## src/rtl/carry_lookahead_adder_64b_pkg.sv

```systemverilog
// cla_pkg: shared widths and types for the 64-bit carry-lookahead adder.
//   CLA_WIDTH  - operand/sum width
//   CLA_GROUP  - lookahead fan-in at every tree level
//   CLA_BLOCKS - number of 16-bit blocks under the top-level lookahead
//   word_t     - 64-bit operand word
//   gp_t       - generate/propagate pair
package cla_pkg;
   localparam int CLA_WIDTH  = 64;
   localparam int CLA_GROUP  = 4;
   localparam int CLA_BLOCKS = 4;

   typedef logic [CLA_WIDTH-1:0] word_t;

   typedef struct packed {
      logic g;
      logic p;
   } gp_t;
endpackage

```

## src/rtl/carry_lookahead_adder_64b_if.sv

```systemverilog
// Operand/result bundle for carry_lookahead_adder_64b.
//   a, b, carry_in        - operands driven by the master
//   sum, carry_out, done  - registered results driven by the slave (the adder)
interface carry_lookahead_adder_64b_if;
   import cla_pkg::*;

   word_t a;
   word_t b;
   logic  carry_in;
   word_t sum;
   logic  carry_out;
   logic  done;

   modport master (output a, b, carry_in, input  sum, carry_out, done);
   modport slave  (input  a, b, carry_in, output sum, carry_out, done);
endinterface

```

## src/rtl/carry_lookahead_adder_64b_cla_lookahead_unit.sv

```systemverilog
// cla_lookahead_unit: one 4-wide lookahead node, reused at every tree level.
//   gp_in  - four generate/propagate pairs, index 0 is least significant
//   cin    - carry into position 0
//   c_out  - carries into positions 1..3 (two-level logic, no ripple)
//   gp_out - group generate/propagate for the next level up
module cla_lookahead_unit
   import cla_pkg::*;
(
   input  gp_t [3:0] gp_in,
   input  logic      cin,
   output logic [3:1] c_out,
   output gp_t       gp_out
);
   logic [3:0] g, p;

   always_comb begin
      for (int i = 0; i < 4; i++) begin
         g[i] = gp_in[i].g;
         p[i] = gp_in[i].p;
      end
   end

   assign c_out[1] = g[0] | (p[0] & cin);
   assign c_out[2] = g[1] | (p[1] & g[0]) | (p[1] & p[0] & cin);
   assign c_out[3] = g[2] | (p[2] & g[1]) | (p[2] & p[1] & g[0])
                   | (p[2] & p[1] & p[0] & cin);

   assign gp_out.g = g[3] | (p[3] & g[2]) | (p[3] & p[2] & g[1])
                   | (p[3] & p[2] & p[1] & g[0]);
   assign gp_out.p = &p;
endmodule

```

## src/rtl/carry_lookahead_adder_64b.sv

```systemverilog
// carry_lookahead_adder_64b: registered 64-bit adder, sum = a + b + carry_in.
//   clk   - rising-edge clock
//   reset - asynchronous, active-high reset
//   bus   - slave side: a, b, carry_in in; sum, carry_out, done out
// Operands are registered, added by a three-level lookahead tree
// (4-bit groups, 16-bit blocks, 64-bit top), and the result is registered.
// done is high only when the registered result comes from operands that
// were identical on two consecutive edges.
module carry_lookahead_adder_64b
   import cla_pkg::*;
#(
   parameter int WIDTH = CLA_WIDTH,
   parameter int GROUP = CLA_GROUP
)(
   input  logic clk,
   input  logic reset,
   carry_lookahead_adder_64b_if.slave bus
);
   localparam int NGRP = WIDTH / GROUP;
   localparam int NBLK = NGRP / GROUP;

   // operand stage
   logic [WIDTH-1:0] a_q, b_q;
   logic             cin_q, vld_q, chg_q;

   always_ff @(posedge clk or posedge reset) begin
      if (reset) begin
         a_q   <= '0;
         b_q   <= '0;
         cin_q <= 1'b0;
         vld_q <= 1'b0;
         chg_q <= 1'b1;
      end else begin
         a_q   <= bus.a;
         b_q   <= bus.b;
         cin_q <= bus.carry_in;
         vld_q <= 1'b1;
         // the first edge after reset counts as a change
         chg_q <= ~vld_q | ({bus.a, bus.b, bus.carry_in} != {a_q, b_q, cin_q});
      end
   end

   // lookahead tree
   gp_t [WIDTH-1:0]             bit_gp;
   logic [WIDTH:0]              c;
   gp_t [NGRP-1:0]              grp_gp;
   logic [NGRP-1:0]             grp_cin;
   gp_t [NBLK-1:0]              blk_gp;
   logic [NBLK-1:0]             blk_cin;
   logic [NBLK-1:0][GROUP-1:1]  blk_c;
   logic [GROUP-1:1]            top_c;
   gp_t                         top_gp;
   logic [WIDTH-1:0]            s_comb;

   for (genvar i = 0; i < WIDTH; i++) begin : g_bit
      assign bit_gp[i].g = a_q[i] & b_q[i];
      assign bit_gp[i].p = a_q[i] ^ b_q[i];
      assign s_comb[i]   = bit_gp[i].p ^ c[i];
   end

   for (genvar j = 0; j < NGRP; j++) begin : g_grp
      assign c[GROUP*j] = grp_cin[j];
      cla_lookahead_unit u_grp (
         .gp_in  (bit_gp[GROUP*j +: GROUP]),
         .cin    (grp_cin[j]),
         .c_out  (c[GROUP*j+1 +: GROUP-1]),
         .gp_out (grp_gp[j])
      );
   end

   for (genvar k = 0; k < NBLK; k++) begin : g_blk
      cla_lookahead_unit u_blk (
         .gp_in  (grp_gp[GROUP*k +: GROUP]),
         .cin    (blk_cin[k]),
         .c_out  (blk_c[k]),
         .gp_out (blk_gp[k])
      );
      assign grp_cin[GROUP*k] = blk_cin[k];
      for (genvar m = 1; m < GROUP; m++) begin : g_gc
         assign grp_cin[GROUP*k+m] = blk_c[k][m];
      end
   end

   cla_lookahead_unit u_top (
      .gp_in  (blk_gp),
      .cin    (cin_q),
      .c_out  (top_c),
      .gp_out (top_gp)
   );

   assign blk_cin[0] = cin_q;
   for (genvar m = 1; m < NBLK; m++) begin : g_bc
      assign blk_cin[m] = top_c[m];
   end

   // carry out of bit 63 comes straight from the top-level group terms
   assign c[WIDTH] = top_gp.g | (top_gp.p & cin_q);

   // result stage
   always_ff @(posedge clk or posedge reset) begin
      if (reset) begin
         bus.sum       <= '0;
         bus.carry_out <= 1'b0;
         bus.done      <= 1'b0;
      end else begin
         bus.sum       <= s_comb;
         bus.carry_out <= c[WIDTH];
         bus.done      <= vld_q & ~chg_q;
      end
   end
endmodule

```

## src/flat_wrapper.sv

```systemverilog
// flat-port wrapper written by rule: the top's interface ports become plain ports
module carry_lookahead_adder_64b_flat import cla_pkg::*;
#(
   parameter int WIDTH = CLA_WIDTH,
   parameter int GROUP = CLA_GROUP
)
  (clk, reset, bus_a, bus_b, bus_carry_in, bus_sum, bus_carry_out, bus_done);
  carry_lookahead_adder_64b_if bus_i ();
  input  logic clk;
  input  logic reset;
  input wire logic [$bits(bus_i.a)-1:0] bus_a;
  input wire logic [$bits(bus_i.b)-1:0] bus_b;
  input wire logic [$bits(bus_i.carry_in)-1:0] bus_carry_in;
  output wire logic [$bits(bus_i.sum)-1:0] bus_sum;
  output wire logic [$bits(bus_i.carry_out)-1:0] bus_carry_out;
  output wire logic [$bits(bus_i.done)-1:0] bus_done;
  assign bus_i.a = bus_a;
  assign bus_i.b = bus_b;
  assign bus_i.carry_in = bus_carry_in;
  assign bus_sum = bus_i.sum;
  assign bus_carry_out = bus_i.carry_out;
  assign bus_done = bus_i.done;
  carry_lookahead_adder_64b #(.WIDTH(WIDTH), .GROUP(GROUP)) u_core (.clk(clk), .reset(reset), .bus(bus_i));
endmodule
```

## config.mk

```make
export PLATFORM = sky130hd
export DESIGN_NAME = carry_lookahead_adder_64b_flat
export DESIGN_NICKNAME = d
export VERILOG_FILES = /design/src/rtl/carry_lookahead_adder_64b_pkg.sv /design/src/rtl/carry_lookahead_adder_64b_if.sv /design/src/rtl/carry_lookahead_adder_64b_cla_lookahead_unit.sv /design/src/rtl/carry_lookahead_adder_64b.sv /design/src/flat_wrapper.sv
export SDC_FILE = /design/constraint.sdc
export NUM_CORES = 1
export LEC_CHECK = 0
export ABC_AREA = 1
export BUFFER_PORTS_ARGS = -buffer_cell sky130_fd_sc_hd__buf_4
export CAP_MARGIN = 25
export CORE_ASPECT_RATIO = 0.7
export CORE_MARGIN = 3
export CORE_UTILIZATION = 55
export CTS_BUF_LIST = sky130_fd_sc_hd__clkbuf_4 sky130_fd_sc_hd__clkbuf_8
export DETAILED_ROUTE_END_ITERATION = 8
export GPL_ROUTABILITY_DRIVEN = 1
export PLACE_DENSITY = 0.8
export SYNTH_ARGS = -nofsm -noshare
export SYNTH_HDL_FRONTEND = slang
export SYNTH_SLANG_ARGS = --single-unit
```

## constraint.sdc

```tcl
create_clock -name clk -period 15.45 [get_ports clk]
set_input_delay 0 -clock clk [delete_from_list [all_inputs] [get_ports clk]]
set_output_delay 0 -clock clk [all_outputs]
set_load 0.02 [all_outputs]
```

==> results.sh <==
export IMPL_status="finished clean"
export IMPL_rsz0062_at_grt="false"
export IMPL_synth_area_top_cells="dfrtp_1, nand2_1, ha_1"
export IMPL_synthMostInstantiatedCell="nand2_1"
export IMPL_grt_use_total_pct=34.6
export IMPL_grt_remaining_overflow=0
export IMPL_postRouteAntennaNets=0
export IMPL_ff_latch_area_um2=4930
export IMPL_synth_cell_types=35
export IMPL_power_density_nw_per_um2=98.4
export IMPL_period_share_pct=18.1
export IMPL_fp_coreArea_um2=17400
export IMPL_drv_cap=0
export IMPL_die_h_um=118
export IMPL_tns_ns=0
export IMPL_worst_path_max_fanout=6
export IMPL_num_rows=40
export IMPL_clock_path_buffers=2
export IMPL_timing_fmax_mhz=359
export IMPL_die_area_um2=19600
export IMPL_area_growth_pct=35.8
export IMPL_fin_crit_ns=2.79
export IMPL_finalClockSkew_ns=0.0202
export IMPL_synth_seq_area_share_pct=50.1
export IMPL_initial_core_util_pct=56.7
export IMPL_p_total_uw=1310
export IMPL_die_w_um=166
export IMPL_worst_pin_slew_ns=0.822
export IMPL_hpwl_um=25000
export IMPL_io_pins=197
export IMPL_insertion_delay_ns=0.49
export IMPL_relSlewSlack_pct=45.2
export IMPL_syn_area_um2=9840
export IMPL_cts_tree="done"
export IMPL_routed_wl_um=33600
export IMPL_end_kind="flop"
export IMPL_clk_pin_slew_worst_paths_ns=0.11
export IMPL_layout_drive_gt1_share_pct=18.7
export IMPL_setup_viol=0
export IMPL_diodes=0
export IMPL_drc=0
export IMPL_fillers=1160
export IMPL_ctsRootBufferMaster="clkbuf_8"
export IMPL_required_ns=15.83
export IMPL_gp_congestion=0.996
export IMPL_grt_pass1_wl_um=51100
export IMPL_crit_path_start_kind="flop"
export IMPL_routedWlPerCell_um=20.3
export IMPL_drt_iter0_markers=989
export IMPL_fin_cells=1659
export IMPL_p_leak_uw=0.00698
export IMPL_crit_family="simple AND/OR/NAND/NOR gates"
export IMPL_post_synth_top_area_cell="dfrtp_1"
export IMPL_vias_per_cell=5.40
export IMPL_first_pass_iters=5
export IMPL_synth_nets=1279
export IMPL_cts_made_buffers=17
export IMPL_yosys_warnings=0
export IMPL_hold_viol_final=0
export IMPL_synthCells=1068
export IMPL_r2r_slack_ns=12.66
export IMPL_ir_drop_uv=74.2
export IMPL_setup_ws_ns=12.66
export IMPL_multi_input_area_um2=4170
export IMPL_htree_levels=4
export IMPL_grt_pass1_vias=9119
export IMPL_nNetsFinal=1626
export IMPL_cpPeakStageDelay_ns=0.43
export IMPL_synth_common_cells="nand2_1, dfrtp_1, inv_1, ha_1, nor2_1"
export IMPL_post_place_ws_ns=12.76
export IMPL_grt_max_degree=120
export IMPL_antenna_found_initial=1
export IMPL_netlist_area_leader_share_pct=49.8
export IMPL_cpMaxStageDelayCell="fa_1"
export IMPL_fin_hold_ws_ns=0.173
export IMPL_via_count=8962
export IMPL_path_buf_inv=1
export IMPL_synth_avg_cell_area_um2=9.22
export IMPL_worst_ep_arrival_time_ns=3.17
export IMPL_synthFlopType="dfrtp_1"
export IMPL_io_buffer_count=196
export IMPL_path_class="flop to flop"
export IMPL_ys_ff_latch=197
export IMPL_post_cts_buffers=0
export IMPL_hold_path_class="input pin to flop"
export IMPL_dpl_cell_count=1496
export IMPL_worst_path_most_repeated_cell="nand2_1"
export IMPL_slew_viol_final=0
export IMPL_async_flop_share_pct=100
export IMPL_synth_edf_count=0
export IMPL_path_cells="ha_1 -> nand3_1 -> nor2_1 -> nand2_1 -> nor2_1 -> nor2_2 -> nand2_4 -> nand2_1 -> nand3_2 -> nand2_1 -> nand2_2 -> inv_1 -> fa_1 -> xnor2_1"
export IMPL_clock_sinks=197
sequential cells by signal (all words and copies together), names as in the netlist:
register and flops:
u_core.bus.done 1, u_core.bus.sum 64, u_core.cin_q 1, u_core.bus.carry_out 1, u_core.b_q 64, u_core.vld_q 1, u_core.a_q 64, u_core.chg_q 1
cell usage in the layout (no fill, tap or decap), types with 22 or more instances in the layout:
cell           netlist  final
xnor2_1             22     22
inv_1              191    190
nand2_1            254    254
o21ai_0             29     29
nand3_1             43     43
dlygate4sd3_1        0    130
nor2_1              44     44
a21oi_1             31     31
xor2_1              27     27
buf_4                0    197
dfrtp_1            196    196
o22ai_1             36     36
ha_1                64     64
through the flow:
step / area, um^2 / utilization (%)
final: 13400 / 77.0
after CTS: 13300 / 76.8
after global routing: 13400 / 77.0
after detailed placement: 11600 / 66.9
after global placement: 11600 / 66.9
after floorplan: 9840 / -
per-layer routing:
metal  global-route usage (%)  up-vias  part of all wire [%]
met5                        0        -                 0.039
met4                     13.4        2                   3.7
met3                     10.7       94                    10
met2                     51.8      503                    43
met1                     47.6     4231                    43
li1                         -     4132                     -
final timing paths:
check	from	endpoint	depth (start not counted)
max reg2reg	u_core.a_q[1]	u_core.bus.sum[53]	14
max in group asynchronous	reset	u_core.chg_q	5
max	u_core.a_q[1]	u_core.bus.sum[53]	14
min	bus_b[50]	u_core.b_q[50]	2
min in group asynchronous	reset	u_core.bus.sum[23]	3
min reg2reg	u_core.vld_q	u_core.bus.done	2
final cells by class:
cell class	count	share of cell area [%]
clock buffers	20	2.06
clock inverters	12	1.06
inverters	197	5.59
multi-input cells	674	31.2
flip-flops and latches	197	36.9
well taps	231	2.16
repair buffers	328	21.0
logic make-up (layout without fill, tap and decap cells):
| group | Yosys count | count (layout) | synth area share (%) |
|---|---|---|---|
| xor+xnor | 49 | 49 | 4.36 |
| other cells | 1 | 1 | 0.0381 |
| fa+ha+maj | 80 | 80 | 11.4 |
| simple gates | 407 | 407 | 17.9 |
| buf+inv | 197 | 557 | 7.51 |
| compound gates | 137 | 137 | 8.75 |
| flops | 197 | 197 | 50.1 |
what timing repair did:
action                    CTS  global route
hold endpoints to repair  248             0
hold buffers              130             0
resized for setup           0             0
worst reg2reg max path: stages, from the launching register on:
cell	delay (ns)
dfrtp_1	0.42
ha_1	0.35
nand3_1	0.13
nor2_1	0.24
nand2_1	0.11
nor2_1	0.13
nor2_2	0.07
nand2_4	0.10
nand2_1	0.08
nand3_2	0.20
nand2_1	0.11
nand2_2	0.11
inv_1	0.07
fa_1	0.43
xnor2_1	0.14
power breakdown:
group | internal, uW | switching, uW
registers | 567 | 30.8
clock network | 160 | 199
logic | 153 | 206
total | 880 | 435
Note: power is estimated with default switching activity, not from simulation.
